===== src/rtl/s2p_row_sched.sv =====
//------------------------------------------------------------------------------
// Module   : s2p_row_sched
// Brief    : Row scheduler for the double-banked serial-to-parallel buffer.
//            Optional stall statistics are enabled with S2P_STALL_CNT_EN.
// Revision : 1.0
//------------------------------------------------------------------------------
`default_nettype none

module s2p_row_sched #(
  parameter int DW = 32,
  parameter int DP = 56,
  parameter int CW = 6,
  parameter int RW = 10
) (
  input  logic          clk,
  input  logic          rst_n,
  input  logic          start,
  input  logic          abort,
  input  logic [CW-1:0] cfg_cols,
  input  logic [RW-1:0] cfg_rows,
  input  logic          in_valid,
  output logic          in_ready,
  input  logic [DW-1:0] in_data,
  output logic          wr_en,
  output logic          wr_bank,
  output logic [CW-1:0] wr_idx,
  output logic [DW-1:0] wr_data,
  output logic          row_valid,
  output logic          row_bank,
  output logic          row_last,
  input  logic          row_ready,
  output logic          busy,
  output logic          done,
  output logic          cfg_err,
  output logic [31:0]   stall_in_cnt,
  output logic [31:0]   stall_out_cnt
);

  typedef enum logic [1:0] {
    S_IDLE  = 2'd0,
    S_FILL  = 2'd1,
    S_DRAIN = 2'd2
  } state_t;

  state_t        state_q, state_d;
  logic          wb_q, wb_d;
  logic          rb_q, rb_d;
  logic [1:0]    full_q, full_d;
  logic [CW-1:0] col_cnt_q, col_cnt_d;
  logic [RW-1:0] rows_in_q, rows_in_d;
  logic [RW-1:0] rows_out_q, rows_out_d;
  logic [CW-1:0] cols_q, cols_d;
  logic [RW-1:0] rows_q, rows_d;
  logic          done_q, done_d;
  logic          cfg_err_q, cfg_err_d;

  logic          cfg_ok;
  logic          start_ok;
  logic          in_fire;
  logic          row_fire;
  logic          col_last;
  logic          fill_last;
  logic          drain_last;

  assign cfg_ok     = (cfg_cols != '0) && (cfg_cols <= CW'(DP)) && (cfg_rows != '0);
  assign start_ok   = (state_q == S_IDLE) && start && cfg_ok && !abort;

  assign in_ready   = (state_q == S_FILL) && !full_q[wb_q];
  assign in_fire    = in_valid && in_ready;

  assign row_valid  = full_q[rb_q];
  assign row_bank   = rb_q;
  assign row_fire   = row_valid && row_ready;

  assign col_last   = (col_cnt_q == (cols_q - CW'(1)));
  assign fill_last  = (rows_in_q == (rows_q - RW'(1)));
  assign drain_last = (rows_out_q == (rows_q - RW'(1)));
  assign row_last   = row_valid && drain_last;

  // Write port is a pure pass-through of the accepted beat
  assign wr_en      = in_fire;
  assign wr_bank    = wb_q;
  assign wr_idx     = col_cnt_q;
  assign wr_data    = in_data;

  assign busy       = (state_q != S_IDLE);
  assign done       = done_q;
  assign cfg_err    = cfg_err_q;

  always_ff @(posedge clk or negedge rst_n) begin
    if (!rst_n) begin
      state_q    <= S_IDLE;
      wb_q       <= 1'b0;
      rb_q       <= 1'b0;
      full_q     <= 2'b00;
      col_cnt_q  <= '0;
      rows_in_q  <= '0;
      rows_out_q <= '0;
      cols_q     <= '0;
      rows_q     <= '0;
      done_q     <= 1'b0;
      cfg_err_q  <= 1'b0;
    end else begin
      state_q    <= state_d;
      wb_q       <= wb_d;
      rb_q       <= rb_d;
      full_q     <= full_d;
      col_cnt_q  <= col_cnt_d;
      rows_in_q  <= rows_in_d;
      rows_out_q <= rows_out_d;
      cols_q     <= cols_d;
      rows_q     <= rows_d;
      done_q     <= done_d;
      cfg_err_q  <= cfg_err_d;
    end
  end

  always_comb begin
    state_d    = state_q;
    wb_d       = wb_q;
    rb_d       = rb_q;
    full_d     = full_q;
    col_cnt_d  = col_cnt_q;
    rows_in_d  = rows_in_q;
    rows_out_d = rows_out_q;
    cols_d     = cols_q;
    rows_d     = rows_q;
    done_d     = 1'b0;
    cfg_err_d  = 1'b0;

    if (abort) begin
      state_d    = S_IDLE;
      wb_d       = 1'b0;
      rb_d       = 1'b0;
      full_d     = 2'b00;
      col_cnt_d  = '0;
      rows_in_d  = '0;
      rows_out_d = '0;
    end else begin
      case (state_q)
        S_IDLE: begin
          if (start) begin
            if (cfg_ok) begin
              state_d    = S_FILL;
              cols_d     = cfg_cols;
              rows_d     = cfg_rows;
              wb_d       = 1'b0;
              rb_d       = 1'b0;
              full_d     = 2'b00;
              col_cnt_d  = '0;
              rows_in_d  = '0;
              rows_out_d = '0;
            end else begin
              cfg_err_d  = 1'b1;
            end
          end
        end

        default: begin
          if (in_fire) begin
            if (col_last) begin
              col_cnt_d    = '0;
              full_d[wb_q] = 1'b1;
              wb_d         = ~wb_q;
              rows_in_d    = rows_in_q + RW'(1);
              if (fill_last) begin
                state_d = S_DRAIN;
              end
            end else begin
              col_cnt_d = col_cnt_q + CW'(1);
            end
          end

          // Fill and drain always target different banks, so both may apply
          if (row_fire) begin
            full_d[rb_q] = 1'b0;
            rb_d         = ~rb_q;
            rows_out_d   = rows_out_q + RW'(1);
            if (drain_last) begin
              state_d = S_IDLE;
              done_d  = 1'b1;
            end
          end
        end
      endcase
    end
  end

`ifdef S2P_STALL_CNT_EN
  logic [31:0] stall_in_q;
  logic [31:0] stall_out_q;
  logic        stall_in_ev;
  logic        stall_out_ev;

  assign stall_in_ev  = in_valid && !in_ready && (state_q == S_FILL);
  assign stall_out_ev = row_valid && !row_ready;

  always_ff @(posedge clk or negedge rst_n) begin
    if (!rst_n) begin
      stall_in_q  <= '0;
      stall_out_q <= '0;
    end else if (abort || start_ok) begin
      stall_in_q  <= '0;
      stall_out_q <= '0;
    end else begin
      if (stall_in_ev && (stall_in_q != '1)) begin
        stall_in_q <= stall_in_q + 32'd1;
      end
      if (stall_out_ev && (stall_out_q != '1)) begin
        stall_out_q <= stall_out_q + 32'd1;
      end
    end
  end

  assign stall_in_cnt  = stall_in_q;
  assign stall_out_cnt = stall_out_q;
`else
  logic unused_start_ok;
  assign unused_start_ok = start_ok;
  assign stall_in_cnt    = '0;
  assign stall_out_cnt   = '0;
`endif

endmodule

`default_nettype wire


===== config.mk =====
export PLATFORM = sky130hd
export DESIGN_NAME = s2p_row_sched
export DESIGN_NICKNAME = d
export VERILOG_FILES = /design/src/rtl/s2p_row_sched.sv
export SDC_FILE = /design/constraint.sdc
export NUM_CORES = 1
export LEC_CHECK = 0
export CAP_MARGIN = 5
export CORE_MARGIN = 2
export CORE_UTILIZATION = 44
export DETAILED_ROUTE_END_ITERATION = 10
export PLACE_DENSITY = 0.88
export SYNTH_ARGS = -nofsm -noshare
export SYNTH_HDL_FRONTEND = slang
export SYNTH_SLANG_ARGS = --single-unit
export TNS_END_PERCENT = 50

===== constraint.sdc =====
create_clock -name clk -period 3.3 [get_ports clk]
set_input_delay 0.495 -clock clk [delete_from_list [all_inputs] [get_ports clk]]
set_output_delay 0.495 -clock clk [all_outputs]
set_load 0.05 [all_outputs]

==> results.sh <==
export IMPL_crit_start="rows_q[0]"
export IMPL_synth_warnings=0
export IMPL_nets=516
export IMPL_rsz0062_at_grt="no"
export IMPL_vias=3154
export IMPL_num_fill_cells=826
export IMPL_die_x_microns=100.2
export IMPL_clock_sinks=50
export IMPL_dp_hpwl_microns=6896
export IMPL_rows=35
export IMPL_max_freq_mhz=313.3
export IMPL_drt_vias_per_instance=5.543
export IMPL_critPathKind="reg2out"
export IMPL_avgSynthCellArea_sq_um=8.993
export IMPL_synth_top_area_share_pct=30.71
export IMPL_ios=165
export IMPL_ir_drop_v=0.0002859
export IMPL_wirelength_microns=8996
export IMPL_cp_data_required_time_ns=2.80
export IMPL_synth_most_common_cell="buf_4"
export IMPL_numPortBuffers=36
export IMPL_grt_pass1_vias=2968
export IMPL_fin_crit_sh_pct=96.73
export IMPL_cts_path_max_buffers=2
export IMPL_crit_chain="inv_1 > ha_2 > or4b_4 > o31ai_2 > o22ai_2 > or3_4 > nor2b_2 > buf_12"
export IMPL_drtAntennaViolNets=0
export IMPL_ys_types=66
export IMPL_drive_gt1_share_pct=13.10
export IMPL_grt_ovfl_total=0
export IMPL_path_clk_slew_ns=0.10
export IMPL_wl_per_cell_microns=15.81
export IMPL_die_height_microns=100.2
export IMPL_post_route_min_period_ns=3.192
export IMPL_grt_max_degree=51
export IMPL_ys_seq_area_share_pct=30.71
export IMPL_synth_edf_count=0
export IMPL_fin_skew_ns=0.006863
export IMPL_cp_slowest_cell="or4b_4"
export IMPL_grt_use_total_pct=17.59
export IMPL_postCtsHoldBufs=0
export IMPL_async_reset_ff_share_pct=100.0
export IMPL_drc_errors=0
export IMPL_finalHoldViolCount=0
export IMPL_diodes=0
export IMPL_grt_pass1_wl_microns=14300
export IMPL_cts_inserted_buffers=5
export IMPL_worst_pin_slew_ns=1.131
export IMPL_synth_top_cells_by_count="buf_4, dfrtp_1, xnor2_1, nor2_1, nand3_1"
export IMPL_seqCellArea_sq_um=1252
export IMPL_cts_setup_buffers=0
export IMPL_hold_class="in2async"
export IMPL_worst_slack_ns=0.1078
export IMPL_first_iter_violations=194
export IMPL_drt_pass1_iterations=5
export IMPL_netlist_instances=453
export IMPL_synth_ff_type="dfrtp_1"
export IMPL_slew_viol_final=0
export IMPL_core_sq_um=9109
export IMPL_power_per_cell_area_nw_per_um2=440.3
export IMPL_dieArea_sq_um=10050
export IMPL_p_leak_nw=1.748
export IMPL_gp_congestion=0.8707
export IMPL_slew_headroom_pct=24.58
export IMPL_ys_top_cells_by_area="dfrtp_1, buf_4, xnor2_1, mux2_2, nand3_1"
export IMPL_fin_setup_tns_ns=0
export IMPL_final_util_pct=46.00
export IMPL_setup_violations=0
export IMPL_r2r_start="rows_q[0]"
export IMPL_cts_root_buf="clkbuf_8"
export IMPL_status="complete, no violations"
export IMPL_cts_tree="yes"
export IMPL_max_stage_delay_ns=0.52
export IMPL_endpoint_kind="output port"
export IMPL_cp_max_fo=7
export IMPL_arrival_ns=2.70
export IMPL_start_kind="register"
export IMPL_netlist_area_sq_um=4074
export IMPL_area_growth_pct=2.856
export IMPL_synth_top_area_cell="dfrtp_1"
export IMPL_ctsResizeCount=2
export IMPL_insertion_delay_ns=0.31
export IMPL_htree_levels=2
export IMPL_start_util_pct=44.73
export IMPL_antenna_found_initial=0
export IMPL_synth_seq_cells=50
export IMPL_r2r_cells=8
export IMPL_maxCapViolations=0
export IMPL_multi_input_area_sq_um=2212
export IMPL_dp_slack_ns=0.2929
==> critical path, delay by kind of cell, from the launching register on <==
| family | cells | cell delay [ns] |
|---|---|---|
| DFF | 1 | 0.46 |
| and+or+nand+nor | 3 | 1.10 |
| AOI/OAI and AO/OA | 2 | 0.34 |
| buffers and inverters | 2 | 0.24 |
| adders and majority gates | 1 | 0.24 |
==> worst paths after layout <==
path | to | slack (ns)
hold / removal | wr_idx[4] | 0.40
setup reg to reg | state_q[1] | 0.52
max in group asynchronous | rows_q[0] | 2.15
setup / recovery | row_last | 0.11
hold reg to reg | cols_q[5] | 0.55
min in group clk | cols_q[5] | 0.55
==> report_power, final <==
group	internal, W	switching [W]	total, W
Combinational	0.000272	0.000481	0.000752
Clock	0.000149	0.000216	0.000365
Sequential	0.000663	0.0000647	0.000728
==> logic make-up after synthesis <==
| group | share of synthesized area [%] |
|---|---|
| muxes | 6.788 |
| adders and majority gates | 1.536 |
| xor gates and xnor gates | 8.170 |
| AOI/OAI and AO/OA | 11.70 |
| DFF | 30.71 |
| buffers and inverters | 21.16 |
| other | 0.09205 |
| and+or+nand+nor | 19.84 |
==> cell usage in the layout (no fill, tap or decap), drive strengths merged, types with 4 or more instances in the layout <==
master and n:
a21oi 13, and2 5, and3 8, buf 12, clkbuf 5, clkdlybuf4s50 34, conb 64, dfrtp 50
ha 5, inv 15, mux2 21, mux2i 4, nand2 15, nand2b 4, nand3 24, nor2 27
nor2b 4, nor3 12, nor3b 7, nor4 10, o21ai 17, o31ai 7, or3 6, or4 5
xnor2 29, xor2 9
==> layer usage <==
metal | part of all wire (%) | up-vias | wire [microns] | track usage, %
met5 | 0 | - | 0 | 0
met4 | 5.0 | 0 | 451 | 9.694
met3 | 6.2 | 40 | 562 | 2.994
met2 | 50 | 146 | 4461 | 29.58
met1 | 39 | 1528 | 3521 | 21.38
li1 | - | 1440 | - | -
==> area by class of cell <==
type | count | area share, %
clock inverter | 3 | 0.5076
multi-input combinational | 339 | 52.79
timing repair buffer | 46 | 10.51
clock buffer | 5 | 1.642
inverter | 15 | 1.344
sequential | 50 | 29.89
tap | 111 | 3.314
==> sequential cells by signal, indices dropped and copies added, names as in the netlist <==
register    count
done            1
state_q         2
rows_in_q      10
rows_out_q     10
cols_q          6
cfg_err         1
row_bank        1
full_q          2
wr_idx          6
wr_bank         1
rows_q         10
==> per-stage QoR <==
step | cells | hold WS (ns) | area, sq um | total power [W]
detailed placement | 561 | 0.5312 | 4084 | 0.001476
global route | 569 | 0.4766 | 4190 | 0.001944
floorplan | 516 | 0.1994 | 4310 | 0.001480
CTS | 569 | 0.4236 | 4182 | 0.001843
finish | 569 | 0.3997 | 4190 | 0.001845
global placement | 561 | 0.5194 | 4084 | 0.001456
Power figures use the tool's default switching activity.
